### config.mk
export PLATFORM = sky130hd
export DESIGN_NAME = mem_arbiter
export DESIGN_NICKNAME = d
export VERILOG_FILES = /design/src/rtl/mem_arbiter.sv
export SDC_FILE = /design/constraint.sdc
export NUM_CORES = 1
export LEC_CHECK = 0
export BUFFER_PORTS_ARGS = -buffer_cell sky130_fd_sc_hd__buf_2
export CORE_MARGIN = 1
export CORE_UTILIZATION = 42
export CTS_CLUSTER_SIZE = 16
export DETAILED_ROUTE_END_ITERATION = 7
export PLACE_DENSITY = 0.75
export SLEW_MARGIN = 20
export SYNTH_ARGS = -nofsm -noshare
export SYNTH_HDL_FRONTEND = slang
export SYNTH_SLANG_ARGS = --single-unit
### constraint.sdc
create_clock -name clock -period 1.6 [get_ports clock]
set_input_delay 0.16 -clock clock [delete_from_list [all_inputs] [get_ports clock]]
set_output_delay 0.16 -clock clock [all_outputs]
set_load 0.02 [all_outputs]
### src/rtl/mem_arbiter.sv
// Two-requester round-robin arbiter for the shared RAM port.
// Latches the winner, runs a fixed-length access, pulses done.
module mem_arbiter #(
  parameter int WORD_W  = 8,
  parameter int ADDR_W  = 5,
  parameter int ACC_CYC = 2
) (
  input  logic              clock,
  input  logic              n_reset,
  input  logic              req0,
  input  logic              rnw0,
  input  logic [ADDR_W-1:0] addr0,
  input  logic [WORD_W-1:0] wdata0,
  input  logic              req1,
  input  logic              rnw1,
  input  logic [ADDR_W-1:0] addr1,
  input  logic [WORD_W-1:0] wdata1,
  output logic              gnt0,
  output logic              gnt1,
  output logic              done0,
  output logic              done1,
  output logic [WORD_W-1:0] rdata,
  output logic              mem_CS,
  output logic              mem_R_NW,
  output logic [ADDR_W-1:0] mem_addr,
  output logic [WORD_W-1:0] mem_wdata,
  input  logic [WORD_W-1:0] mem_rdata
);

  localparam logic [1:0] IDLE   = 2'd0;
  localparam logic [1:0] ACCESS = 2'd1;
  localparam logic [1:0] DONE   = 2'd2;

  localparam logic [3:0] CNT_INIT = 4'(ACC_CYC - 1);

  logic [1:0] state;
  logic [3:0] cnt;
  logic       last;

  logic       any_req;
  logic       pick1;
  logic       start;
  logic       acc_end;

  // Arbitration: a lone request wins; on contention the
  // requester that did not win last time gets the port.
  always_comb begin
    any_req = req0 | req1;
    pick1   = req1 & (~req0 | ~last);
    start   = (state == IDLE) & any_req;
    acc_end = (state == ACCESS) & (cnt == 4'd0);
  end

  // Sequencer: state, access cycle counter and last winner.
  always_ff @(posedge clock or negedge n_reset) begin
    if (!n_reset) begin
      state <= IDLE;
      cnt   <= 4'd0;
      last  <= 1'b1;
    end else begin
      unique case (state)
        IDLE: begin
          if (any_req) begin
            state <= ACCESS;
            cnt   <= CNT_INIT;
            last  <= pick1;
          end
        end
        ACCESS: begin
          if (cnt == 4'd0) begin
            state <= DONE;
          end else begin
            cnt <= cnt - 4'd1;
          end
        end
        DONE: begin
          state <= IDLE;
        end
        default: begin
          state <= IDLE;
        end
      endcase
    end
  end

  // Grant is held from the grant edge through the done cycle.
  always_ff @(posedge clock or negedge n_reset) begin
    if (!n_reset) begin
      gnt0 <= 1'b0;
      gnt1 <= 1'b0;
    end else if (start) begin
      gnt0 <= ~pick1;
      gnt1 <= pick1;
    end else if (state == DONE) begin
      gnt0 <= 1'b0;
      gnt1 <= 1'b0;
    end
  end

  // Done pulses for exactly the one DONE cycle of the owner.
  always_ff @(posedge clock or negedge n_reset) begin
    if (!n_reset) begin
      done0 <= 1'b0;
      done1 <= 1'b0;
    end else if (acc_end) begin
      done0 <= gnt0;
      done1 <= gnt1;
    end else begin
      done0 <= 1'b0;
      done1 <= 1'b0;
    end
  end

  // RAM control: chip select spans the access cycles only.
  always_ff @(posedge clock or negedge n_reset) begin
    if (!n_reset) begin
      mem_CS   <= 1'b0;
      mem_R_NW <= 1'b1;
    end else if (start) begin
      mem_CS   <= 1'b1;
      mem_R_NW <= pick1 ? rnw1 : rnw0;
    end else if (acc_end) begin
      mem_CS   <= 1'b0;
      mem_R_NW <= 1'b1;
    end
  end

  // Address and write data are latched at grant so requester
  // side changes during the access have no effect.
  always_ff @(posedge clock or negedge n_reset) begin
    if (!n_reset) begin
      mem_addr  <= '0;
      mem_wdata <= '0;
    end else if (start) begin
      mem_addr  <= pick1 ? addr1 : addr0;
      mem_wdata <= pick1 ? wdata1 : wdata0;
    end
  end

  // Read data captured on the final access edge of a read;
  // writes leave the previous read value in place.
  always_ff @(posedge clock or negedge n_reset) begin
    if (!n_reset) begin
      rdata <= '0;
    end else if (acc_end && mem_R_NW) begin
      rdata <= mem_rdata;
    end
  end

endmodule

==> impl_metrics.toml, run 1 <==
[cells_and_area]
num-fill-cells = 295
synthToLayoutAreaGrowth_pct = 34.5
fin_nets = 239
multiInputGateArea_um2 = 641
antenna_cells = 0
seq_area_um2 = 853
layout-drive-gt1-share_pct = 53.3
fin_cells = 245

[global_route]
grt_max_degree = 35
grt_overflow_total = 0
grt_pass1_vias = 1195
grt_pass1_wl_mm = 5.43
grt_usage_pct = 17.6
antenna_found_initial = 0

[timing]
fin_crit_ps = 1560
fin_skew_ps = 3.55
hold_viol = 0
maxSlewHeadroom_pct = 50.9
tightest_slew_ps = 736
fin_ws_ps = 42.0
rsz0062_at_grt = "true"
whs_ps = 88.8
post-route-period-util_pct = 97.4
fmax_mhz = 642
slew_viol_final = 0
setup_viol_count_final = 0

[floorplanning]
rows = 21
die_x_um = 63.1
die_h_um = 63.1
ios = 67
start_util_pct = 45.5
fp.coreArea_um2 = 3440
fp.dieArea_um2 = 3980

[clock_tree]
tritoncts = "yes"
numClockSinks = 34
insertion_delay_ps = 280
path_clk_slew_ps = 70
cts.htree.levels = 2
numCtsBuffers = 5
clockBufferDepth = 2
cts_root_buf = "clkbuf_8"

[placed_design]
dpl_worst_slack_ps = -41.9
post-place-cells = 232
place_congestion = 0.791
dp_hpwl_mm = 2.58
place.port_buffers = 66

[synthesis]
seq_area_frac_synth_pct = 54.5
synth_fp_nets = 163
netlist_instances = 122
synth_cell_type_count = 29
ys_ff_latch = 34
synth_top_family_by_area = "compound AO/OA/AOI/OAI gates"
syn_area_per_cell_um2 = 12.8
synthMuxAreaShare_pct = 8.39
synth_xor_area_share_pct = 0
synth_compound_area_share_pct = 20.0
synth_warnings = 0
synth_area_um2 = 1570
synth_simple_gate_area_share_pct = 10.5
yosys.area_share.adder_pct = 0.799

[drt]
wire_per_inst_um = 14.2
ant_nets = 0
routed_via_density = 5.16
remaining_drc_errors = 0
vias = 1263
first_pass_iters = 4
drtIter0Drc = 53
routed_wirelength_mm = 3.48

[critical_path]
path_class = "reg -> reg"
crit_path_max_fanout = 8
end_kind = "flip-flop"
cp.arrival_ps = 1730
startpoint_type = "flip-flop"
cp_data_required_time_ps = 1770

[job]
drv_cap = 0

[power_and_ir_drop]
powerDensity_nw_per_um2 = 2170
ir_drop_uv = 1040
leakage_nw = 1.07

[outcome]
status = "complete, no violations"

[min_path]
worstHoldPathType = "in -> reg"
-- synth_stat cells --
master	n	area share [%]
mux2_2	1	0.72
a21boi_1	1	0.48
nor2_1	3	0.72
dfstp_2	2	3.4
or2b_1	1	0.48
nor3_1	2	0.64
nor3b_4	1	1.2
or3b_2	1	0.56
a21oi_1	3	0.96
inv_1	5	1.2
and2b_4	1	0.64
a21boi_0	14	6.7
a31o_2	1	0.56
a221oi_1	2	1.1
nand2_1	5	1.2
nand4_1	2	0.80
nor2_2	1	0.40
ha_1	1	0.80
mux2_4	8	7.7
and3_4	1	0.72
and3_1	4	1.6
nand2b_1	3	1.2
a221o_1	13	8.3
buf_6	5	3.6
or2_2	1	0.40
o21ai_0	3	0.96
a21o_1	2	0.96
dfrtp_1	32	51
buf_2	3	0.96
-- power breakdown --
| part | total, mW | leakage, nW | switching [mW] | internal, mW |
|---|---|---|---|---|
| registers | 1.53 | 0.415 | 0.244 | 1.28 |
| clock network | 0.751 | 0.0579 | 0.293 | 0.458 |
| logic | 2.30 | 0.600 | 1.19 | 1.11 |
| total | 4.58 | 1.07 | 1.72 | 2.86 |
-- flip-flops by register name, summed over array words and instances, names as in the netlist --
name	cells
mem_wdata	8
rdata	8
mem_addr	5
cnt	4
state	2
done0	1
done1	1
gnt0	1
gnt1	1
last	1
mem_CS	1
mem_R_NW	1
-- placed cells by master, fill, tap and decap left out, types with 3 or more instances in the layout --
master and n:
nand2b_1 3, and3_1 3, dfrtp_1 32, buf_2 66
inv_1 3, a21oi_1 3, nor2_1 3, a221o_1 13
buf_4 9, o21ai_0 3, clkbuf_8 5, mux2_4 8
nand2_1 5, a21boi_0 14
-- kinds of logic after synthesis --
| group | count (synthesis) |
|---|---|
| compound gates | 39 |
| flops | 34 |
| simple gates | 26 |
| buf+inv | 13 |
| mux | 9 |
| fa+ha+maj | 1 |
-- critical path: stages, from the launching register on --
cell and delay (ps):
dfrtp_1 390, inv_2 80, ha_4 140, nor3b_4 180, and3_4 210, buf_12 130, mux2_4 300
-- cell type report --
type	instances	area share, %
Sequential cell	34	40.5
Clock inverter	3	1.90
Tap cell	46	2.73
Inverter	5	0.891
Multi-Input combinational cell	75	30.4
Timing Repair Buffer	77	20.3
Clock buffer	5	3.27
-- stage by stage --
step / utilization, % / cell area [um^2] / total power [mW] / TNS (ps)
4_1_cts: 60.3 / 2080 / 4.55 / 0
3_3_place_gp: 56.5 / 1940 / 3.65 / 0
3_5_place_dp: 56.5 / 1940 / 3.75 / -275
5_1_grt: 61.2 / 2110 / 4.85 / -216
6_report: 61.2 / 2110 / 4.58 / 0
2_1_floorplan: - / 1570 / 3.06 / -97.5
-- metal layers --
layer | up-vias | track usage (%) | part of all wire [%]
li1 | 601 | - | -
met1 | 603 | 22.6 | 44
met2 | 54 | 28.5 | 48
met3 | 5 | 5.62 | 6.4
met4 | 0 | 4.94 | 1.0
met5 | - | 0 | 0
-- repair_timing --
| action | 4_1_cts | 5_1_grt |
|---|---|---|
| pin swaps | 1 | 2 |
| buffers inserted | 0 | 4 |
| resized for setup | 2 | 1 |
| setup endpoints to repair | 8 | 8 |
| hold buffers | 1 | 0 |
| hold endpoints to repair | 32 | 0 |
-- worst paths after layout --
| kind | startpoint | end | slack [ps] | cells past startpoint |
|---|---|---|---|---|
| max | cnt[0] | rdata[5] | 40 | 6 |
| min | rnw0 | mem_R_NW | 90 | 3 |
| max reg2reg | cnt[0] | rdata[5] | 40 | 6 |
| min reg2reg | rdata[6] | rdata[6] | 510 | 1 |
| max in group asynchronous | n_reset | mem_addr[3] | 660 | 2 |
| min in group asynchronous | n_reset | rdata[2] | 480 | 2 |
Power figures use the tool's default switching activity.
==> run 2: changes to the inputs <==
CELL_PAD_IN_SITES_DETAIL_PLACEMENT = 0   (was unset)
CELL_PAD_IN_SITES_GLOBAL_PLACEMENT = 1   (was unset)
CORE_UTILIZATION = 32   (was 42)
PLACE_DENSITY = unset   (was 0.75)
PLACE_DENSITY_LB_ADDON = 0.1   (was unset)
==> impl_metrics.toml, run 2 (synthesis results as in run 1) <==
[critical_path]
end_kind = "flip-flop"
r2r-end = "rdata[4]"
path_class = "reg -> reg"
cp.arrival_ps = 1710
ff2ff_path_depth = 6
startpoint_type = "flip-flop"
cp_data_required_time_ps = 1760
reg2reg_from = "cnt[0]"
r2r_slack_ps = 50
crit_path_max_fanout = 8

[outcome]
status = "complete, no violations"

[clock_tree]
path_clk_slew_ps = 60
insertion_delay_ps = 280
numCtsBuffers = 5
clockBufferDepth = 2
cts_root_buf = "clkbuf_8"
numClockSinks = 34
cts.htree.levels = 2
tritoncts = "yes"

[global_route]
grt_overflow_total = 0
antenna_found_initial = 0
grt_pass1_vias = 1314
grt_max_degree = 19
grt_pass1_wl_mm = 6.10
grt_usage_pct = 15.2

[power_and_ir_drop]
intPower_mw = 2.74
seqPwrFrac_pct = 33.8
leakage_nw = 1.07
power.switching_mw = 1.74
comb_power_share_pct = 52.0
switching_share_pct = 38.8
powerDensity_nw_per_um2 = 2100
ir_drop_uv = 760
clockPowerShare_pct = 14.2

[placed_design]
place_congestion = 0.747
dp_hpwl_mm = 2.67
place_area_um2 = 2000
place.port_buffers = 66

[timing]
fin_crit_ps = 1550
hold_viol = 0
tightest_slew_ps = 436
fmax_mhz = 644
post-route-period-util_pct = 97.0
maxSlewHeadroom_pct = 70.9
rsz0062_at_grt = "true"
slew_viol_final = 0
final.setup.tns_ps = 0
fin_skew_ps = 7.66
setup_viol_count_final = 0

[cells_and_area]
final_area_um2 = 2130
layout_commonest_cell = "buf_2"
top_regs = "mem_wdata (8), rdata (8), mem_addr (5)"
antenna_cells = 0
multiInputGateArea_um2 = 647
seq_area_um2 = 853
num-fill-cells = 466
fin_util_pct = 45.1
final_cell_mix = "buf_2 (66), dfrtp_1 (32), a21boi_0 (14)"
synthToLayoutAreaGrowth_pct = 35.9
layout-drive-gt1-share_pct = 53.0
fin_nets = 239

[floorplanning]
ios = 67
die_h_um = 72.0
rows = 25
fp.dieArea_um2 = 5180
fp.coreArea_um2 = 4720
die_x_um = 72.0
start_util_pct = 33.2

[drt]
routed_via_density = 4.86
ant_nets = 0
vias = 1287
wire_per_inst_um = 14.1
routed_wirelength_mm = 3.73
first_pass_iters = 4
remaining_drc_errors = 0
drtIter0Drc = 29

[min_path]
min_to = "mem_R_NW"
min_path_cells = 3
worstHoldPathType = "in -> reg"
min_from = "rnw0"

[job]
drv_cap = 0
## run 2: cell types whose count changed in the layout (fill, tap and decap cells not counted)
cell	delta
a221oi_1	-1
clkinv_2	-2
bufinv_16	-1
clkbuf_1	+1
clkbuf_8	+1
buf_12	+1
buf_4	-1
a221oi_2	+1
## run 2: area by class of cell
cell class	instances	share of cell area, %
tap	67	3.94
inverter	5	0.881
multi-input combinational	75	30.4
timing repair buffer	77	20.7
clock buffer	7	4.05
sequential	34	40.1
## run 2: how the worst max path moves through the flow
stage,from,end,slack (ps)
2_1_floorplan,cnt[1],rdata[0],-10
3_3_place_gp,cnt[1],rdata[5],40
3_5_place_dp,cnt[1],rdata[4],-1
4_1_cts,cnt[1],rdata[4],0.6
5_1_grt,cnt[0],rdata[5],-6
6_report,cnt[0],rdata[4],50
## run 2: critical path: stages (launching register included)
cell	delay (ps)
dfrtp_1	380
inv_2	90
ha_4	140
nor3b_4	180
and3_4	210
buf_12	130
mux2_4	300
## run 2: power groups by stage
stage | combinational [mW] | clock [mW] | sequential [mW]
floorplan | 1.16 | 0 | 1.90
global placement | 2.23 | 0 | 1.52
detailed placement | 2.28 | 0 | 1.52
CTS | 2.32 | 0.666 | 1.51
global route | 2.53 | 0.693 | 1.57
finish | 2.33 | 0.633 | 1.51
## run 2: what timing repair did
item                       4_1_cts  5_1_grt
resized for setup                1        3
setup endpoints to repair        8        9
pin swaps                        1        2
setup buffers                    1        0
hold buffers                     1        0
cloned                           0        0
hold endpoints to repair        17        0
## run 2: metal layers
metal	part of all wire, %	vias to the layer above	GRT usage [%]
met5	0	-	0
met4	1.4	0	5.23
met3	5.8	6	4.17
met2	50	49	26.4
met1	43	633	18.3
li1	-	599	-
## run 2: metrics by stage
step / hold slack (ps) / total power [mW] / instances / setup WS (ps)
floorplan: -136 / 3.06 / 122 / -12.2
global placement: 124 / 3.75 / 256 / 44.6
detailed placement: 134 / 3.80 / 256 / -1.21
CTS: 85.0 / 4.50 / 265 / 0.589
global route: 98.8 / 4.79 / 265 / -6.14
finish: 92.5 / 4.48 / 265 / 47.4
==> run 3: changes to the inputs <==
REMOVE_ABC_BUFFERS = 1   (was unset)
==> impl_metrics.toml, run 3 (synthesis results as in run 1) <==
[power_and_ir_drop]
powerDensity_nw_per_um2 = 2090
power.total_mw = 4.41
leakage_nw = 1.06
ir_drop_uv = 664

[placed_design]
dpl_worst_slack_ps = -12.4
place_congestion = 0.713
dp_hpwl_mm = 2.75
place.port_buffers = 66

[job]
drv_cap = 0

[cells_and_area]
top_regs = "mem_wdata (8), rdata (8), mem_addr (5)"
fin_nets = 240
layout_commonest_cell = "buf_2"
num-fill-cells = 474
synthToLayoutAreaGrowth_pct = 34.6
layout-drive-gt1-share_pct = 52.3
final_cell_mix = "buf_2 (66), dfrtp_1 (32), a21boi_0 (14)"
antenna_cells = 0
seq_area_um2 = 853
fin_util_pct = 44.6
multiInputGateArea_um2 = 641

[global_route]
grt_pass1_wl_mm = 6.17
antenna_found_initial = 0
grt_pass1_vias = 1329
grt_usage_pct = 15.8
grt_overflow_total = 0
grt_max_degree = 35

[drt]
remaining_drc_errors = 0
ant_nets = 0
vias = 1262
drtIter0Drc = 49
wire_per_inst_um = 14.0
first_pass_iters = 4
routed_via_density = 4.74
routed_wirelength_mm = 3.73

[critical_path]
path_class = "reg -> reg"
path_delay_family = "simple AND/OR/NAND/NOR gates"
crit_buf_inv = 2
path_cells = "inv_2 > ha_4 > nor3b_4 > and3_4 > buf_12 > mux2_4"
max_stage_delay_ps = 380
slowest_stage = "dfrtp_1"
end_kind = "flip-flop"
crit_path_max_fanout = 8
startpoint_type = "flip-flop"
cp.arrival_ps = 1720
cp_data_required_time_ps = 1770

[clock_tree]
tritoncts = "yes"
clockBufferDepth = 2
numClockSinks = 34
numCtsBuffers = 5
insertion_delay_ps = 280
cts.htree.levels = 2
cts_root_buf = "clkbuf_8"
path_clk_slew_ps = 70

[timing]
fin_ws_ps = 41.6
maxSlewHeadroom_pct = 49.5
hold_viol = 0
fin_skew_ps = 2.69
tightest_slew_ps = 757
fmax_mhz = 642
final.setup.tns_ps = 0
slew_viol_final = 0
setup_viol_count_final = 0
fin_crit_ps = 1560
post-route-period-util_pct = 97.4

[floorplanning]
fp.dieArea_um2 = 5180
ios = 67
rows = 25
fp.coreArea_um2 = 4720
die_h_um = 72.0
start_util_pct = 33.2
die_x_um = 72.0

[min_path]
worstHoldPathType = "in -> reg"

[outcome]
status = "complete, no violations"
==> run 3: changes by cell type in the layout (fill, tap and decap cells not counted), sizes merged <==
cell,delta
buf,+1
==> run 3: final timing paths <==
| check | start | end | slack (ps) | cells after the start |
|---|---|---|---|---|
| hold / removal | rnw1 | mem_R_NW | 90 | 3 |
| hold reg to reg | mem_CS | mem_CS | 500 | 2 |
| setup reg to reg | cnt[1] | rdata[4] | 40 | 6 |
| setup / recovery | cnt[1] | rdata[4] | 40 | 6 |
| max in group asynchronous | n_reset | mem_wdata[5] | 630 | 2 |
| min in group asynchronous | n_reset | done0 | 490 | 2 |
==> run 3: power breakdown <==
| part | total (mW) | internal, mW | switching (mW) | leakage (nW) |
|---|---|---|---|---|
| Clock | 0.589 | 0.299 | 0.290 | 0.0383 |
| Combinational | 2.30 | 1.11 | 1.19 | 0.605 |
| Sequential | 1.52 | 1.28 | 0.236 | 0.415 |
| Total | 4.41 | 2.70 | 1.72 | 1.06 |
==> run 3: metal layers <==
layer	GRT usage, %	wire [um]	vias to the layer above
met5	0	0	-
met4	4.58	41	0
met3	6.53	222	5
met2	27.0	1880	36
met1	18.3	1580	621
li1	-	-	600
==> run 3: per-stage QoR <==
stage	instance area, um^2	cells	hold slack, ps
4_1_cts	2090	265	85.5
5_1_grt	2110	266	87.3
6_report	2110	266	87.1
3_5_place_dp	1990	256	284
2_1_floorplan	1500	114	-136
3_3_place_gp	1990	256	270
==> run 3: cell type report <==
class,count,area share (%)
flip-flops and latches,34,40.5
multi-input cells,75,30.4
repair buffers,78,20.7
well taps,67,3.98
clock buffers,7,3.62
inverters,5,0.890
==> run 3: repair_timing <==
item,in CTS,in global routing
buffers inserted,1,1
endpoints found under the setup margin,8,11
hold buffers,1,0
endpoints found under the hold margin,32,0
gates resized for setup,4,1
pin swaps,2,1
gates cloned,0,0
==> run 3: worst min-delay path, stage by stage <==
cell	delay, ps
buf_2	100
inv_1	40
a221oi_1	60
